==> config.mk <==
export PLATFORM = sky130hd
export DESIGN_NAME = tx_sync_multi_tmr
export DESIGN_NICKNAME = d
export VERILOG_FILES = /design/src/rtl/tx_sync_multi_tmr.sv
export SDC_FILE = /design/constraint.sdc
export NUM_CORES = 1
export LEC_CHECK = 0
export CORE_ASPECT_RATIO = 0.8
export CORE_MARGIN = 4
export CORE_UTILIZATION = 55
export DETAILED_ROUTE_END_ITERATION = 8
export PLACE_DENSITY = 0.81
export SLEW_MARGIN = 10
export SYNTH_ARGS = -nofsm -noshare
export SYNTH_HDL_FRONTEND = slang
export SYNTH_HIERARCHICAL = 1
export SYNTH_SLANG_ARGS = --single-unit
export TNS_END_PERCENT = 5
==> constraint.sdc <==
create_clock -name clk -period 3.4 [get_ports clk]
set_clock_uncertainty 0.2 [all_clocks]
set_input_delay 0.68 -clock clk [delete_from_list [all_inputs] [get_ports clk]]
set_output_delay 0.68 -clock clk [all_outputs]
set_load 0.01 [all_outputs]
==> src/rtl/tx_sync_multi_tmr.sv <==
`default_nettype none
//------------------------------------------------------------------------------
// Module      : tx_sync_multi_tmr_vote
// Description : Bitwise 2-of-3 majority voter.
// Ports       : a, b, c - the three copies; y - voted value.
// Revision    : 1.0 - initial release
//------------------------------------------------------------------------------
module tx_sync_multi_tmr_vote #(
  parameter int W = 1
) (
  input  logic [W-1:0] a,
  input  logic [W-1:0] b,
  input  logic [W-1:0] c,
  output logic [W-1:0] y
);
  assign y = (a & b) | (a & c) | (b & c);
endmodule

//------------------------------------------------------------------------------
// Module      : tx_sync_multi_tmr
// Description : Triplicated multi-lane GTX TX phase-alignment sequencer.
//               One voted FSM steps all lanes through delay-aligner reset,
//               an enable-only wait, PMA set-phase and finally Ready.
// Ports       : clk               - TX user clock (TXUSRCLK2)
//               rst_n             - asynchronous active-low reset
//               resync            - restart request, level sampled
//               lane_en           - per-lane output mask
//               txdlyalignreset   - per-lane delay-aligner reset
//               txenpmaphasealign - per-lane PMA phase-align enable
//               txpmasetphase     - per-lane PMA set-phase
//               sync_done         - alignment complete
//               sync_count        - Ready entries since reset (saturating)
//               seu_err           - one-cycle pulse on copy/vote disagreement
// Revision    : 1.0 - initial release
//------------------------------------------------------------------------------
module tx_sync_multi_tmr #(
  parameter int NLANES    = 4,
  parameter int ALIGN_CNT = 20,
  parameter int WAIT_CNT  = 32,
  parameter int SYNC_CNT  = 8192
) (
  input  logic              clk,
  input  logic              rst_n,
  input  logic              resync,
  input  logic [NLANES-1:0] lane_en,
  output logic [NLANES-1:0] txdlyalignreset,
  output logic [NLANES-1:0] txenpmaphasealign,
  output logic [NLANES-1:0] txpmasetphase,
  output logic              sync_done,
  output logic [7:0]        sync_count,
  output logic              seu_err
);

  localparam logic [2:0] ST_IDLE  = 3'b000;
  localparam logic [2:0] ST_ALIGN = 3'b001;
  localparam logic [2:0] ST_PHASE = 3'b010;
  localparam logic [2:0] ST_READY = 3'b011;
  localparam logic [2:0] ST_WAIT  = 3'b100;

  localparam logic [7:0]  C_ALIGN = 8'(ALIGN_CNT);
  localparam logic [7:0]  C_WAIT  = 8'(WAIT_CNT);
  localparam logic [15:0] C_SYNC  = 16'(SYNC_CNT);

  // Voted views of the triplicated registers
  logic [2:0]        v_state;
  logic [7:0]        v_acnt;
  logic [7:0]        v_wcnt;
  logic [15:0]       v_scnt;
  logic [7:0]        v_cnt;
  logic [NLANES-1:0] v_align;
  logic [NLANES-1:0] v_en;
  logic [NLANES-1:0] v_set;
  logic              v_done;
  logic              v_seu;

  logic restart;
  logic any_mis;

  // RESYNC overrides every transition; in Idle the FSM goes to Align_Reset anyway.
  assign restart = resync && (v_state != ST_IDLE);

  //----------------------------------------------------------------------------
  // Three identical copies. Each copy derives its next value solely from the
  // voted values, so a corrupted copy is overwritten on the following edge.
  //----------------------------------------------------------------------------
  for (genvar i = 0; i < 3; i++) begin : g_copy
    logic [2:0]        state_r, state_n;
    logic [7:0]        acnt_r, acnt_n;
    logic [7:0]        wcnt_r, wcnt_n;
    logic [15:0]       scnt_r, scnt_n;
    logic [7:0]        cnt_r, cnt_n;
    logic [NLANES-1:0] align_r, align_n;
    logic [NLANES-1:0] en_r, en_n;
    logic [NLANES-1:0] set_r, set_n;
    logic              done_r, done_n;
    logic              seu_r, seu_n;

    // State/counter/output register
    always_ff @(posedge clk or negedge rst_n) begin
      if (!rst_n) begin
        state_r <= ST_IDLE;
        acnt_r  <= '0;
        wcnt_r  <= '0;
        scnt_r  <= '0;
        cnt_r   <= '0;
        align_r <= '0;
        en_r    <= '0;
        set_r   <= '0;
        done_r  <= 1'b0;
        seu_r   <= 1'b0;
      end else begin
        state_r <= state_n;
        acnt_r  <= acnt_n;
        wcnt_r  <= wcnt_n;
        scnt_r  <= scnt_n;
        cnt_r   <= cnt_n;
        align_r <= align_n;
        en_r    <= en_n;
        set_r   <= set_n;
        done_r  <= done_n;
        seu_r   <= seu_n;
      end
    end

    // Next-state and counter logic
    always_comb begin
      state_n = ST_IDLE;
      if (restart) begin
        state_n = ST_ALIGN;
      end else begin
        case (v_state)
          ST_IDLE:  state_n = ST_ALIGN;
          ST_ALIGN: state_n = (v_acnt == C_ALIGN) ? ST_WAIT  : ST_ALIGN;
          ST_WAIT:  state_n = (v_wcnt == C_WAIT)  ? ST_PHASE : ST_WAIT;
          ST_PHASE: state_n = (v_scnt == C_SYNC)  ? ST_READY : ST_PHASE;
          ST_READY: state_n = ST_READY;
          default:  state_n = ST_IDLE;
        endcase
      end

      // Counters load 1 on entry, count while held, and are 0 elsewhere.
      // A restart from Align_Reset counts as a fresh entry.
      acnt_n = '0;
      wcnt_n = '0;
      scnt_n = '0;
      if (state_n == ST_ALIGN)
        acnt_n = (v_state == ST_ALIGN && !restart) ? v_acnt + 8'd1 : 8'd1;
      if (state_n == ST_WAIT)
        wcnt_n = (v_state == ST_WAIT) ? v_wcnt + 8'd1 : 8'd1;
      if (state_n == ST_PHASE)
        scnt_n = (v_state == ST_PHASE) ? v_scnt + 16'd1 : 16'd1;

      cnt_n = v_cnt;
      if (state_n == ST_READY && v_state != ST_READY && v_cnt != 8'hFF)
        cnt_n = v_cnt + 8'd1;

      seu_n = any_mis;
    end

    // Outputs decoded from the next state so they move with the state.
    always_comb begin
      align_n = '0;
      en_n    = '0;
      set_n   = '0;
      done_n  = 1'b0;
      case (state_n)
        ST_ALIGN: align_n = lane_en;
        ST_WAIT:  en_n    = lane_en;
        ST_PHASE: begin
          en_n  = lane_en;
          set_n = lane_en;
        end
        ST_READY: begin
          en_n   = lane_en;
          done_n = 1'b1;
        end
        default: ;
      endcase
    end
  end

  //----------------------------------------------------------------------------
  // Voters
  //----------------------------------------------------------------------------
  tx_sync_multi_tmr_vote #(.W(3)) u_v_state (
    .a(g_copy[0].state_r), .b(g_copy[1].state_r), .c(g_copy[2].state_r), .y(v_state));
  tx_sync_multi_tmr_vote #(.W(8)) u_v_acnt (
    .a(g_copy[0].acnt_r), .b(g_copy[1].acnt_r), .c(g_copy[2].acnt_r), .y(v_acnt));
  tx_sync_multi_tmr_vote #(.W(8)) u_v_wcnt (
    .a(g_copy[0].wcnt_r), .b(g_copy[1].wcnt_r), .c(g_copy[2].wcnt_r), .y(v_wcnt));
  tx_sync_multi_tmr_vote #(.W(16)) u_v_scnt (
    .a(g_copy[0].scnt_r), .b(g_copy[1].scnt_r), .c(g_copy[2].scnt_r), .y(v_scnt));
  tx_sync_multi_tmr_vote #(.W(8)) u_v_cnt (
    .a(g_copy[0].cnt_r), .b(g_copy[1].cnt_r), .c(g_copy[2].cnt_r), .y(v_cnt));
  tx_sync_multi_tmr_vote #(.W(NLANES)) u_v_align (
    .a(g_copy[0].align_r), .b(g_copy[1].align_r), .c(g_copy[2].align_r), .y(v_align));
  tx_sync_multi_tmr_vote #(.W(NLANES)) u_v_en (
    .a(g_copy[0].en_r), .b(g_copy[1].en_r), .c(g_copy[2].en_r), .y(v_en));
  tx_sync_multi_tmr_vote #(.W(NLANES)) u_v_set (
    .a(g_copy[0].set_r), .b(g_copy[1].set_r), .c(g_copy[2].set_r), .y(v_set));
  tx_sync_multi_tmr_vote #(.W(1)) u_v_done (
    .a(g_copy[0].done_r), .b(g_copy[1].done_r), .c(g_copy[2].done_r), .y(v_done));
  tx_sync_multi_tmr_vote #(.W(1)) u_v_seu (
    .a(g_copy[0].seu_r), .b(g_copy[1].seu_r), .c(g_copy[2].seu_r), .y(v_seu));

  // Any copy of the state or a counter disagreeing with its vote.
  logic mis_state, mis_acnt, mis_wcnt, mis_scnt, mis_cnt;

  assign mis_state = (g_copy[0].state_r != v_state) | (g_copy[1].state_r != v_state) |
                     (g_copy[2].state_r != v_state);
  assign mis_acnt  = (g_copy[0].acnt_r != v_acnt) | (g_copy[1].acnt_r != v_acnt) |
                     (g_copy[2].acnt_r != v_acnt);
  assign mis_wcnt  = (g_copy[0].wcnt_r != v_wcnt) | (g_copy[1].wcnt_r != v_wcnt) |
                     (g_copy[2].wcnt_r != v_wcnt);
  assign mis_scnt  = (g_copy[0].scnt_r != v_scnt) | (g_copy[1].scnt_r != v_scnt) |
                     (g_copy[2].scnt_r != v_scnt);
  assign mis_cnt   = (g_copy[0].cnt_r != v_cnt) | (g_copy[1].cnt_r != v_cnt) |
                     (g_copy[2].cnt_r != v_cnt);
  assign any_mis   = mis_state | mis_acnt | mis_wcnt | mis_scnt | mis_cnt;

  assign txdlyalignreset   = v_align;
  assign txenpmaphasealign = v_en;
  assign txpmasetphase     = v_set;
  assign sync_done         = v_done;
  assign sync_count        = v_cnt;
  assign seu_err           = v_seu;

endmodule
`default_nettype wire

## Yosys cells after proc, flatten, opt, wreduce, memory -nomap -nowiden

Cells that the tools add are included.

| word-level totals | value |
|---|---|
| flip-flop bits (word level) | 57 |
| word-level logic and storage cells | 84 |

| cells by class | value |
|---|---|
| $add $sub $neg | 4 |
| equality and inequality tests | 18 |
| mux-type cells | 16 |
| bitwise gates (word level) | 28 |
| reduce and logical (&&, ||, !) cells | 8 |

Operators by type and width:

| operator | count |
|---|---|
| $or A8 B8 Y8 | 6 |
| $mux W8 | 5 |
| $mux W16 | 2 |
| $or A16 B16 Y16 | 2 |
| $add A8 B1 Y8 const B | 3 |
| $and A8 B8 Y8 | 3 |
| $ne A8 B8 Y1 | 3 |
| $or A4 B4 Y4 | 6 |
| $add A16 B1 Y16 const B | 1 |
| $and A16 B16 Y16 | 1 |
| $eq A16 B14 Y1 const B | 1 |
| $ne A16 B16 Y1 | 1 |
| $pmux W3 S5 | 1 |
| $and A4 B4 Y4 | 3 |
| $eq A3 B2 Y1 const B | 4 |
| $mux W4 | 3 |
| $mux W3 | 3 |
| $eq A8 B5 Y1 const B | 1 |
| $eq A8 B6 Y1 const B | 1 |
| $ne A8 B8 Y1 const B | 1 |
| $eq A3 B1 Y1 const B | 2 |
| $eq A3 B3 Y1 const B | 2 |
| $or A3 B3 Y3 | 2 |
| $logic_and A1 B1 Y1 | 4 |
| 9 further kinds | 13 |

## Depth between registers and ports, before layout

Gate-level depths: netlist of run 1.

| depth | value |
|---|---|
| depth after elaboration | 11 |
| mapped depth | 9 |
| mapped depth without buffers | 8 |

## By module

The synthesis of run 1 kept the hierarchy.

Modules (own cells, without submodules):

| module | times used | cells each | area an instance (um2) |
|---|---|---|---|
| tx_sync_multi_tmr | 1 | 307 | 3159.3 |
| tx_sync_multi_tmr_vote (u_v_acnt ...) | 3 | 8 | 90.1 |
| tx_sync_multi_tmr_vote (u_v_scnt) | 1 | 16 | 180.2 |
| tx_sync_multi_tmr_vote (u_v_align ...) | 3 | 4 | 45.0 |
| tx_sync_multi_tmr_vote (u_v_state) | 1 | 3 | 33.8 |
| tx_sync_multi_tmr_vote (u_v_done ...) | 2 | 1 | 11.3 |

## Worst setup path after synthesis of run 1

No wires, ideal clock.

| timing path | value |
|---|---|
| path kind | reg2reg |
| start point | register g_copy[2].state_r[1] |
| end point | register g_copy[1].cnt_r[6] |
| data arrival time | 2096 ps |
| slack | 977 ps |
| cell stages (with the launch flop) | 9 |
| period minus slack after synthesis | 2423 ps |
| path through | dfrtp_1 -> maj3_2 -> buf_6 -> or3b_4 -> nor4_4 -> o32ai_2 -> buf_6 -> nand3_1 -> mux2_1 |

| on the way | value |
|---|---|
| longest elaborated chain between the ends | 10 |

RTL lines:

| item | line | source |
|---|---|---|
| from (decl) | 87 | `logic [2:0] state_r, state_n;` |
| from (signal assigned) | 112 | `state_r <= state_n;` |
| $and A3 B3 Y3 * | - |  |
| $or A3 B3 Y3 | 16 | `assign y = (a & b) \| (a & c) \| (b & c);` |
| $or A3 B3 Y3 * | 16 |  |
| via v_state[1] | 65 | `logic [2:0] v_state;` |
| $eq A3 B2 Y1 (tied with other cells) | - |  |
| $pmux W3 S5 or $logic_and A1 B1 Y1 (tied branches) | - |  |
| $mux W3 | - |  |
| $eq A3 B2 Y1 | - |  |
| $logic_and A1 B1 Y1 * (2 in series) | - |  |
| $mux W8 * | - |  |
| via g_copy[0].cnt_n[6] | 91 | `logic [7:0] cnt_r, cnt_n;` |
| to (signal assigned) | 116 | `cnt_r <= cnt_n;` |
| to (decl) | 91 |  |

Mark *: on every way through the listed nets, which the timed path passes. The rest lies on a longest branch.

## Final worst setup path of run 1

| timing path | value |
|---|---|
| start point | register g_copy[2].acnt_r[0] |
| end point | register g_copy[2].acnt_r[2] |

| on the way | value |
|---|---|
| longest elaborated chain between the ends | 9 |

RTL lines:

| item | line | source |
|---|---|---|
| from (decl) | 88 | `logic [7:0] acnt_r, acnt_n;` |
| from (signal assigned) | 113 | `acnt_r <= acnt_n;` |
| $and A8 B8 Y8 * | - |  |
| $or A8 B8 Y8 | 16 |  |
| $or A8 B8 Y8 * | 16 |  |
| via v_acnt[0] | 66 | `logic [7:0] v_acnt;` |
| $eq A8 B5 Y1 | - |  |
| $mux W3 | - |  |
| $pmux W3 S5 | - |  |
| $mux W3 | - |  |
| $eq A3 B1 Y1 | - |  |
| $mux W8 * | - |  |
| via g_copy[0].acnt_n[2] | 88 |  |

Marks and branches as above.

==> key figures, run 1 <==
Logic synthesis
  – Async SR Flop Fraction: 100%
  – #FFs+latches synth: 57
  – Post-synth EDFFs: 0
  – Register area share after synthesis: 37.5%
  – Post-Synthesis Cells: 364
  – Area share of the largest cell type after synthesis: 37.5%
  – Top cells by count, synth: 57 x dfrtp_1, 57 x maj3_2, 53 x xnor2_1, 28 x nor2_1
  – Yosys warns: 6
  – Syn_area_per_cell: 10.4 µm²
  – Syn Nets: 378
  – Distinct cells, synth: 41
  – Ranking of synthesized cells by area: dfrtp_1 38%, maj3_2 17%, xnor2_1 12%
  – Area leader, netlist: dfrtp_1
  – Mapped Area: 0.00380 mm²
  – Primary FF master, synth: dfrtp_1

CTS
  – Clk root buf: clkbuf_8
  – H-tree lvl count: 3
  – # resized after CTS: 0
  – CTS tree: built
  – Clk buf depth: 2
  – Clk Latency, worst-skew pair: 0.34 ns
  – Worst-path clk slew: 0.06 ns
  – # clock sinks: 57
  – Total CTS buffers: 9
  – Postcts setup bufs: 0
  – # hold bufs at CTS: 0

Final layout
  – Final Non-Filler Cells: 481
  – Final net count: 408
  – Share of cells above drive strength 1: 20.2%
  – Area delta synth->final: 13.0%
  – # diodes: 0

Timing
  – Slew headroom: 29.8%
  – Min Tclk post-route: 2.82 ns
  – Setup TNS: 0 ns
  – Max-slew violations: 0
  – Final setup vio count: 0
  – Max Clock Freq: 0.354 GHz
  – Worst-margin pin slew: 1.05 ns
  – Final hold vios: 0
  – Crit share post-route: 83.0%
  – RSZ-0062 raised after global routing: false

Global routing
  – Initial antenna violation count: 0
  – First-pass GRT wire length: 12500 µm
  – Number of global-route vias before repair: 2595
  – Largest net degree at the start of global routing: 32
  – Grt total ovfl: 0
  – GRT Util Overall: 19.8%

Route
  – WL/cell: 15.5 µm
  – Remaining DRCs: 0
  – Vias: 2647
  – Vias per Instance: 5.50
  – Antenna Violating Nets Remaining: 0
  – First DRT Iteration DRCs: 69
  – DRT Wirelength: 7460 µm
  – Detailed Routing Iterations Pass 1: 4

Floorplanning
  – Core Region: 0.00654 mm²
  – Row Count: 26
  – Die ar.: 0.00831 mm²
  – Starting Density: 58.1%
  – Die Y: 82.4 µm
  – I/O pin total: 29
  – Die X: 101 µm

Critical path
  – Critical path class: reg -> reg
  – Worst-path cell chain: maj3_2, inv_1, ha_1, nand4b_1, nor4_4, o32ai_2, a21oi_1, nor3_1
  – Critical Path Source: g_copy[2].acnt_r[0]$_DFF_PN0_
  – Crit end category: register
  – Critical path launch point type: register
  – Worst EP required: 3.45 ns
  – Critical Path AT: 2.87 ns
  – Slowest stage delay, CP: 0.72 ns
  – FF-to-FF Start: g_copy[2].acnt_r[0]$_DFF_PN0_
  – Slowest stage cell, crit path: o32ai_2
  – Setup slack, reg-to-reg: 0.58 ns
  – CP Max Fanout: 12

Pwr
  – Clk pwr share: 38.7%
  – VDD IR max: 0.227 mV
  – P per Cell Area: 328 mW/mm²
  – Flop pwr share: 50.6%
  – Leak: 1.67 nW
  – Psw: 0.339 mW
  – Switching Share: 24.1%
  – Internal power: 1.07 mW
  – Logic pwr share: 10.8%

Flow run
  – Max-cap check violation count: 0

Min path
  – Worst min path class: in -> async

Placed design
  – Placed Cells: 467
  – Gpl congestion: 0.894
  – Final HPWL DP: 5730 µm
  – Port Buffer Count: 28

Run status
  – Status: complete, no violations
==> flip-flops by register name, indices dropped and copies added (netlist names) <==
name,cells
g_copy.align_r,4
g_copy.seu_r,1
g_copy.state_r,3
g_copy.set_r,4
g_copy.cnt_r,8
g_copy.acnt_r,8
g_copy.wcnt_r,8
g_copy.en_r,4
g_copy.done_r,1
g_copy.scnt_r,16
==> logic make-up after synthesis <==
group / share of synthesized area [%]
buffers and inverters: 2.70
multiplexers: 0.592
AND/OR/NAND/NOR: 20.1
AO/OA/AOI/OAI: 3.06
XOR/XNOR: 16.8
flip-flops: 37.5
adder cells (fa/ha/maj): 19.2
==> worst paths after layout <==
path,endpoint,depth (start not counted)
worst max-delay path,g_copy[2].acnt_r[2]$_DFF_PN0_,8
worst min-delay path,g_copy[2].scnt_r[11]$_DFF_PN0_,2
worst max register to register,g_copy[2].acnt_r[2]$_DFF_PN0_,8
worst min register to register,g_copy[2].seu_r$_DFF_PN0_,4
max in group asynchronous,g_copy[2].wcnt_r[2]$_DFF_PN0_,2
min in group clk,g_copy[2].seu_r$_DFF_PN0_,4
==> area by class of cell <==
class / count / area [µm²]
clock buffer: 14 / 163
tap: 84 / 105
inverter: 10 / 37.5
multi-input combinational: 286 / 2270
timing repair buffer: 30 / 290
sequential: 57 / 1430
fill: 528 / 2240
==> power groups by stage <==
stage	Sequential (mW)	Clock [mW]	Combinational, mW
after floorplan	0.722	0	0.0911
after global placement	0.723	0	0.150
after detailed placement	0.724	0	0.154
after CTS	0.712	0.559	0.155
after global routing	0.715	0.590	0.170
final	0.711	0.544	0.151
==> worst max-delay path: cells and delay by family, from the launching register on <==
family,cells,cell delay [ns]
adder cells (fa/ha/maj),2,0.52
AO/OA/AOI/OAI,2,1.03
flip-flops,1,0.42
buffers and inverters,1,0.06
AND/OR/NAND/NOR,3,0.50
==> placed cells by master, fill, tap and decap left out, types with 2 or more instances in the layout <==
cell type	n
nor4b_1	3
nor2_1	28
mux2_1	2
nor2b_1	2
xnor2_1	53
nor4_1	4
o21ai_0	4
nor3_1	5
nand4b_1	3
nand3_1	20
xor2_1	20
nand2b_1	2
nand4_1	18
and3_1	8
clkbuf_8	11
clkdlybuf4s50_1	27
or3_1	2
and4_1	3
ha_1	7
nand2_1	10
o211ai_1	2
and2_1	15
maj3_2	57
inv_1	10
buf_4	2
a21oi_1	5
clkbuf_1	3
dfrtp_1	57
==> metal layers <==
layer	global-route usage (%)	part of all wire, %	vias up
li1	-	-	1343
met1	26.9	49	1242
met2	31.2	46	51
met3	5.04	4.1	11
met4	6.64	1.6	0
met5	0	0	-
==> through the flow <==
step | hold slack [ns] | worst slack (ns) | total power, mW | cell area (µm²) | util [%]
2_1_floorplan | 0.184 | 0.977 | 0.813 | 3800 | -
3_3_place_gp | 0.480 | 0.644 | 0.873 | 4130 | 63.2
3_5_place_dp | 0.493 | 0.585 | 0.878 | 4130 | 63.2
4_1_cts | 0.152 | 0.580 | 1.43 | 4290 | 65.7
5_1_grt | 0.172 | 0.357 | 1.47 | 4290 | 65.7
6_report | 0.150 | 0.579 | 1.41 | 4290 | 65.7
Power figures use the tool's default switching activity.
==> inputs of run 2 (changes only) <==
==> constraint.sdc (replaced) <==
create_clock -name clk -period 2.6 [get_ports clk]
set_clock_uncertainty 0.2 [all_clocks]
set_input_delay 0.52 -clock clk [delete_from_list [all_inputs] [get_ports clk]]
set_output_delay 0.52 -clock clk [all_outputs]
set_load 0.01 [all_outputs]
==> key figures, run 2 (synthesis results as in run 1) <==
Final layout
  – Area delta synth->final: 19.9% (was 13.0%)
  – Share of cells above drive strength 1: 25.9% (was 20.2%)
  – Fin area: 0.00456 mm² (was 0.00429 mm²)
  – Final net count: 430 (was 408)
  – Max reg flops: 16 (unchanged)
  – Highest-count cells in the layout ignoring fill and taps: 57 x dfrtp_1, 57 x maj3_2, 53 x xnor2_1 (unchanged)
  – # diodes: 0 (unchanged)
  – Largest Register: g_copy.scnt_r (unchanged)

Pwr
  – Leak: 1.83 nW (was 1.67 nW)
  – VDD IR max: 0.294 mV (was 0.227 mV)
  – Clk pwr share: 41.6% (was 38.7%)
  – Internal power: 1.46 mW (was 1.07 mW)
  – Switching Share: 25.7% (was 24.1%)
  – P per Cell Area: 430 mW/mm² (was 328 mW/mm²)
  – Psw: 0.504 mW (was 0.339 mW)
  – Flop pwr share: 47.4% (was 50.6%)
  – Logic pwr share: 11.0% (was 10.8%)

Global routing
  – GRT Util Overall: 19.5% (was 19.8%)
  – GR Util met3: 5.04% (unchanged)
  – GR met2 Demand/Resource: 28.7% (was 31.2%)
  – Largest net degree at the start of global routing: 35 (was 32)
  – Initial antenna violation count: 0 (unchanged)
  – Number of global-route vias before repair: 2545 (was 2595)
  – Grt total ovfl: 0 (unchanged)
  – Met1 GRT Util: 28.0% (was 26.9%)
  – First-pass GRT wire length: 12400 µm (was 12500 µm)
  – Most Used Layer, Global Route: met2 (unchanged)

Floorplanning
  – Core Region: 0.00654 mm² (unchanged)
  – Die Y: 82.4 µm (unchanged)
  – I/O pin total: 29 (unchanged)
  – Starting Density: 58.1% (unchanged)
  – Die ar.: 0.00831 mm² (unchanged)
  – Row Count: 26 (unchanged)
  – Die X: 101 µm (unchanged)

CTS
  – Clk buf depth: 2 (unchanged)
  – CTS tree: built (unchanged)
  – Clk Latency, worst-skew pair: 0.35 ns (was 0.34 ns)
  – Clk root buf: clkbuf_8 (unchanged)
  – Worst-path clk slew: 0.07 ns (was 0.06 ns)
  – H-tree lvl count: 3 (unchanged)
  – Total CTS buffers: 9 (unchanged)
  – # clock sinks: 57 (unchanged)

Critical path
  – CP Max Fanout: 9 (was 12)
  – Worst-path cell chain: maj3_2, or3b_4, nor4_4, buf_4, o32ai_4, nand3_1, mux2_1 (was maj3_2, inv_1, ha_1, nand4b_1, nor4_4, o32ai_2, a21oi_1, nor3_1)
  – Slowest stage delay, CP: 0.43 ns (was 0.72 ns)
  – RR Endpoint: g_copy[1].cnt_r[6]$_DFF_PN0_ (was g_copy[2].acnt_r[2]$_DFF_PN0_)
  – Critical path launch point type: register (unchanged)
  – FF-to-FF Start: g_copy[2].state_r[1]$_DFF_PN0_ (was g_copy[2].acnt_r[0]$_DFF_PN0_)
  – Critical path buffers and inverters: 1 (unchanged)
  – Worst EP required: 2.63 ns (was 3.45 ns)
  – Slowest stage cell, crit path: or3b_4 (was o32ai_2)
  – Worst path top cell family by delay: simple AND/OR/NAND/NOR gates (was compound AO/OA/AOI/OAI gates)
  – Critical Path AT: 2.62 ns (was 2.87 ns)
  – R2R depth: 7 (was 8)
  – Critical path class: reg -> reg (unchanged)
  – Setup slack, reg-to-reg: 0.01 ns (was 0.58 ns)
  – Crit end category: register (unchanged)

Route
  – Vias: 2739 (was 2647)
  – Antenna Violating Nets Remaining: 0 (unchanged)
  – First DRT Iteration DRCs: 164 (was 69)
  – DRT Wirelength: 7750 µm (was 7460 µm)
  – Vias per Instance: 5.42 (was 5.50)
  – WL/cell: 15.4 µm (was 15.5 µm)
  – Detailed Routing Iterations Pass 1: 4 (unchanged)
  – Remaining DRCs: 0 (unchanged)

Flow run
  – Max-cap check violation count: 0 (unchanged)

Placed design
  – Final HPWL DP: 5690 µm (was 5730 µm)
  – Post-DP Area: 0.00428 mm² (was 0.00413 mm²)
  – Gpl congestion: 0.870 (was 0.894)
  – Port Buffer Count: 28 (unchanged)

Min path
  – Worst min path class: in -> async (unchanged)

Timing
  – Max-slew violations: 0 (unchanged)
  – Final setup vio count: 0 (unchanged)
  – RSZ-0062 raised after global routing: true (was false)
  – Slew headroom: 61.0% (was 29.8%)
  – Crit share post-route: 99.6% (was 83.0%)
  – Setup TNS: 0 ns (unchanged)
  – Worst-margin pin slew: 0.585 ns (was 1.05 ns)
  – Final hold vios: 0 (unchanged)
  – Max Clock Freq: 0.386 GHz (was 0.354 GHz)
  – Min Tclk post-route: 2.59 ns (was 2.82 ns)

Run status
  – Status: complete, no violations (unchanged)
## run 2: cell count changes in the layout (fill, tap and decap cells not counted), sizes merged
cell and change:
clkinvlp +3, dlygate4sd3 +1, o32ai +1, clkbuf -5, buf +20, clkinv +3
bufinv +1
## run 2: timing repair
action / 4_1_cts / 5_1_grt
setup buffers: 0 / 2
resized for setup: 1 / 5
gates cloned: 0 / 1
setup endpoints to repair: 12 / 21
hold buffers: 1 / 0
pin swaps: 0 / 6
endpoints found under the hold margin: 23 / 0
## run 2: stage by stage
step	setup WS, ns	power, mW	std cells	hold slack (ns)	util, %
6_report	0.00967	1.96	505	0.500	69.7
5_1_grt	-0.115	2.05	505	0.553	69.7
4_1_cts	-0.0241	1.97	502	0.519	68.8
3_5_place_dp	-0.0833	1.16	485	0.357	65.4
3_3_place_gp	0.0336	1.15	485	0.354	65.4
2_1_floorplan	0.177	1.06	364	0.0244	-
## run 2: worst reg2reg max path, stage by stage, from the launching register on
cell,delay [ns]
dfrtp_1,0.42
maj3_2,0.40
or3b_4,0.43
nor4_4,0.24
buf_4,0.18
o32ai_4,0.12
nand3_1,0.13
mux2_1,0.35
## run 2: worst max path at each step
stage                     slack (ns)                           start                       endpoint  cells past startpoint
after floorplan                 0.18  g_copy[2].state_r[1]$_DFF_PN0_   g_copy[1].cnt_r[6]$_DFF_PN0_                      8
after global placement          0.03  g_copy[2].state_r[1]$_DFF_PN0_  g_copy[2].scnt_r[0]$_DFF_PN0_                      6
after detailed placement       -0.08   g_copy[2].scnt_r[1]$_DFF_PN0_  g_copy[2].acnt_r[2]$_DFF_PN0_                      9
after CTS                      -0.02  g_copy[2].state_r[1]$_DFF_PN0_  g_copy[2].scnt_r[0]$_DFF_PN0_                      6
after global routing           -0.11  g_copy[2].state_r[1]$_DFF_PN0_   g_copy[1].cnt_r[6]$_DFF_PN0_                      7
final                           0.01  g_copy[2].state_r[1]$_DFF_PN0_   g_copy[1].cnt_r[6]$_DFF_PN0_                      7
## run 2: area by class of cell
class / count / area, µm²
Clock buffer: 9 / 124
Timing Repair Buffer: 51 / 463
Inverter: 10 / 37.5
Tap cell: 84 / 105
Sequential cell: 57 / 1430
Multi-Input combinational cell: 287 / 2330
Clock inverter: 7 / 71.3
Fill cell: 444 / 1980
## run 2: routing by layer
metal | share of wire, % | vias to the layer above
li1 | - | 1397
met1 | 49 | 1262
met2 | 45 | 66
met3 | 4.7 | 14
met4 | 1.5 | 0
met5 | 0 | -
## run 2: power groups by stage
stage	logic [mW]	clock network, mW	registers (mW)
after global routing	0.237	0.873	0.935
after CTS	0.214	0.829	0.930
after detailed placement	0.212	0	0.947
after global placement	0.209	0	0.945
final	0.215	0.816	0.930
after floorplan	0.119	0	0.944
==> inputs of run 3 (changes only) <==
--- a/config.mk
+++ b/config.mk
@@ -6,10 +6,9 @@
 export NUM_CORES = 1
 export LEC_CHECK = 0
 export CORE_ASPECT_RATIO = 0.8
-export CORE_MARGIN = 4
-export CORE_UTILIZATION = 55
+export CORE_UTILIZATION = 59
 export DETAILED_ROUTE_END_ITERATION = 8
-export PLACE_DENSITY = 0.81
+export PLACE_DENSITY = 0.85
 export SLEW_MARGIN = 10
 export SYNTH_ARGS = -nofsm -noshare
 export SYNTH_HDL_FRONTEND = slang
==> key figures, run 3 (synthesis results as in run 1) <==
Run status
  – Status: complete, no violations (unchanged)

Final layout
  – Area delta synth->final: 18.9% (was 19.9%)
  – Fin area: 0.00452 mm² (was 0.00456 mm²)
  – # diodes: 0 (unchanged)
  – Final Non-Filler Cells: 501 (was 505)
  – Max reg flops: 16 (unchanged)
  – Largest Register: g_copy.scnt_r (unchanged)
  – Share of cells above drive strength 1: 25.5% (was 25.9%)
  – Final net count: 430 (unchanged)
  – Highest-count cells in the layout ignoring fill and taps: 57 x dfrtp_1, 57 x maj3_2, 53 x xnor2_1 (unchanged)

Route
  – Antenna Violating Nets Remaining: 0 (unchanged)
  – WL/cell: 15.8 µm (was 15.4 µm)
  – DRT Wirelength: 7910 µm (was 7750 µm)
  – First DRT Iteration DRCs: 100 (was 164)
  – Vias: 2763 (was 2739)
  – Detailed Routing Iterations Pass 1: 4 (unchanged)
  – Remaining DRCs: 0 (unchanged)
  – Vias per Instance: 5.51 (was 5.42)

Timing
  – Final setup vio count: 0 (unchanged)
  – Final hold vios: 0 (unchanged)
  – Slew headroom: 63.0% (was 61.0%)
  – Fin Hold WS: 0.500 ns (about the same)
  – Setup TNS: 0 ns (unchanged)
  – Max-slew violations: 0 (unchanged)
  – Max Clock Freq: 0.392 GHz (was 0.386 GHz)
  – Crit share post-route: 98.2% (was 99.6%)
  – Min Tclk post-route: 2.55 ns (was 2.59 ns)
  – Worst-margin pin slew: 0.554 ns (was 0.585 ns)

Critical path
  – Critical Path AT: 2.57 ns (was 2.62 ns)
  – Crit end category: register (unchanged)
  – R2R depth: 9 (was 7)
  – Setup slack, reg-to-reg: 0.05 ns (was 0.01 ns)
  – Critical path launch point type: register (unchanged)
  – Critical path class: reg -> reg (unchanged)
  – CP Max Fanout: 12 (was 9)
  – Worst EP required: 2.61 ns (was 2.63 ns)

CTS
  – Clk root buf: clkbuf_8 (unchanged)
  – H-tree lvl count: 3 (unchanged)
  – Clk Latency, worst-skew pair: 0.34 ns (was 0.35 ns)
  – # clock sinks: 57 (unchanged)
  – Postcts setup bufs: 0 (unchanged)
  – Worst-path clk slew: 0.07 ns (about the same)
  – Clk buf depth: 2 (unchanged)
  – Total CTS buffers: 9 (unchanged)
  – CTS tree: built (unchanged)

Pwr
  – Tot Pwr: 1.95 mW (was 1.96 mW)
  – VDD IR max: 0.327 mV (was 0.294 mV)
  – Leak: 1.82 nW (was 1.83 nW)
  – P per Cell Area: 431 mW/mm² (was 430 mW/mm²)

Placed design
  – Gpl congestion: 0.879 (was 0.870)
  – Post-DP Area: 0.00430 mm² (was 0.00428 mm²)
  – Final HPWL DP: 5770 µm (was 5690 µm)
  – Port Buffer Count: 28 (unchanged)
  – Placed Cells: 485 (unchanged)

Floorplanning
  – Starting Density: 62.6% (was 58.1%)
  – Die Y: 73.8 µm (was 82.4 µm)
  – Core Region: 0.00607 mm² (was 0.00654 mm²)
  – Die ar.: 0.00677 mm² (was 0.00831 mm²)
  – Die X: 91.7 µm (was 101 µm)
  – Row Count: 25 (was 26)
  – I/O pin total: 29 (unchanged)

Global routing
  – Initial antenna violation count: 0 (unchanged)
  – Grt total ovfl: 0 (unchanged)
  – Number of global-route vias before repair: 2611 (was 2545)
  – Largest net degree at the start of global routing: 37 (was 35)
  – GRT Util Overall: 25.3% (was 19.5%)
  – First-pass GRT wire length: 12600 µm (was 12400 µm)

Flow run
  – Max-cap check violation count: 0 (unchanged)

Min path
  – Worst min path class: in -> async (unchanged)
-- run 3: changes by cell type in the layout (fill, tap and decap cells not counted), sizes merged --
cell | before | now
clkinvlp | 3 | 2
o32ai | 2 | 1
buf | 23 | 24
-- run 3: worst max-delay path, stage by stage, from the launching register on --
cell     delay (ns)
dfrtp_1        0.42
maj3_2         0.36
inv_1          0.07
ha_1           0.13
nor4b_1        0.26
nand2_1        0.18
o32ai_2        0.17
buf_6          0.19
nand3_2        0.09
mux2_1         0.35
-- run 3: layout make-up --
| cell class | count | area [µm²] |
|---|---|---|
| clock buffers | 9 | 124 |
| well taps | 81 | 101 |
| repair buffers | 52 | 474 |
| fillers | 410 | 1550 |
| inverters | 10 | 37.5 |
| clock inverters | 6 | 60.1 |
| flip-flops and latches | 57 | 1430 |
| multi-input cells | 286 | 2290 |
-- run 3: per-layer routing --
layer  GRT usage, %  part of all wire, %  vias up  wire length, µm
met2           41.4                   48       63             3800
met4           7.99                  1.5        0              116
met5              0                    0        -                0
met3           7.66                  5.3       13              423
met1           32.5                   45     1300             3570
li1               -                    -     1387                -
-- run 3: power breakdown --
group	total, mW	switching, mW	internal, mW
Sequential	0.929	0.0220	0.907
Clock	0.794	0.363	0.431
Combinational	0.226	0.114	0.113
-- run 3: timing repair --
action | in CTS | in global routing
hold buffers | 1 | 0
endpoints found under the hold margin | 21 | 0
resized for setup | 0 | 5
setup endpoints to repair | 0 | 16
-- run 3: worst paths after layout --
path                                                 from                            end
hold / removal                                      rst_n  g_copy[2].wcnt_r[0]$_DFF_PN0_
min in group clk           g_copy[2].state_r[2]$_DFF_PN0_      g_copy[2].seu_r$_DFF_PN0_
max in group asynchronous                           rst_n  g_copy[2].scnt_r[0]$_DFF_PN0_
setup reg to reg            g_copy[2].scnt_r[1]$_DFF_PN0_   g_copy[1].cnt_r[1]$_DFF_PN0_
setup / recovery            g_copy[2].scnt_r[1]$_DFF_PN0_   g_copy[1].cnt_r[1]$_DFF_PN0_
hold reg to reg            g_copy[2].state_r[2]$_DFF_PN0_      g_copy[2].seu_r$_DFF_PN0_
-- run 3: through the flow --
step | worst slack [ns] | utilization, %
finish | 0.0472 | 74.5
global route | -0.00702 | 74.5
CTS | 0.0568 | 74.0
detailed placement | 0.104 | 70.8
global placement | 0.206 | 70.8
floorplan | 0.177 | -
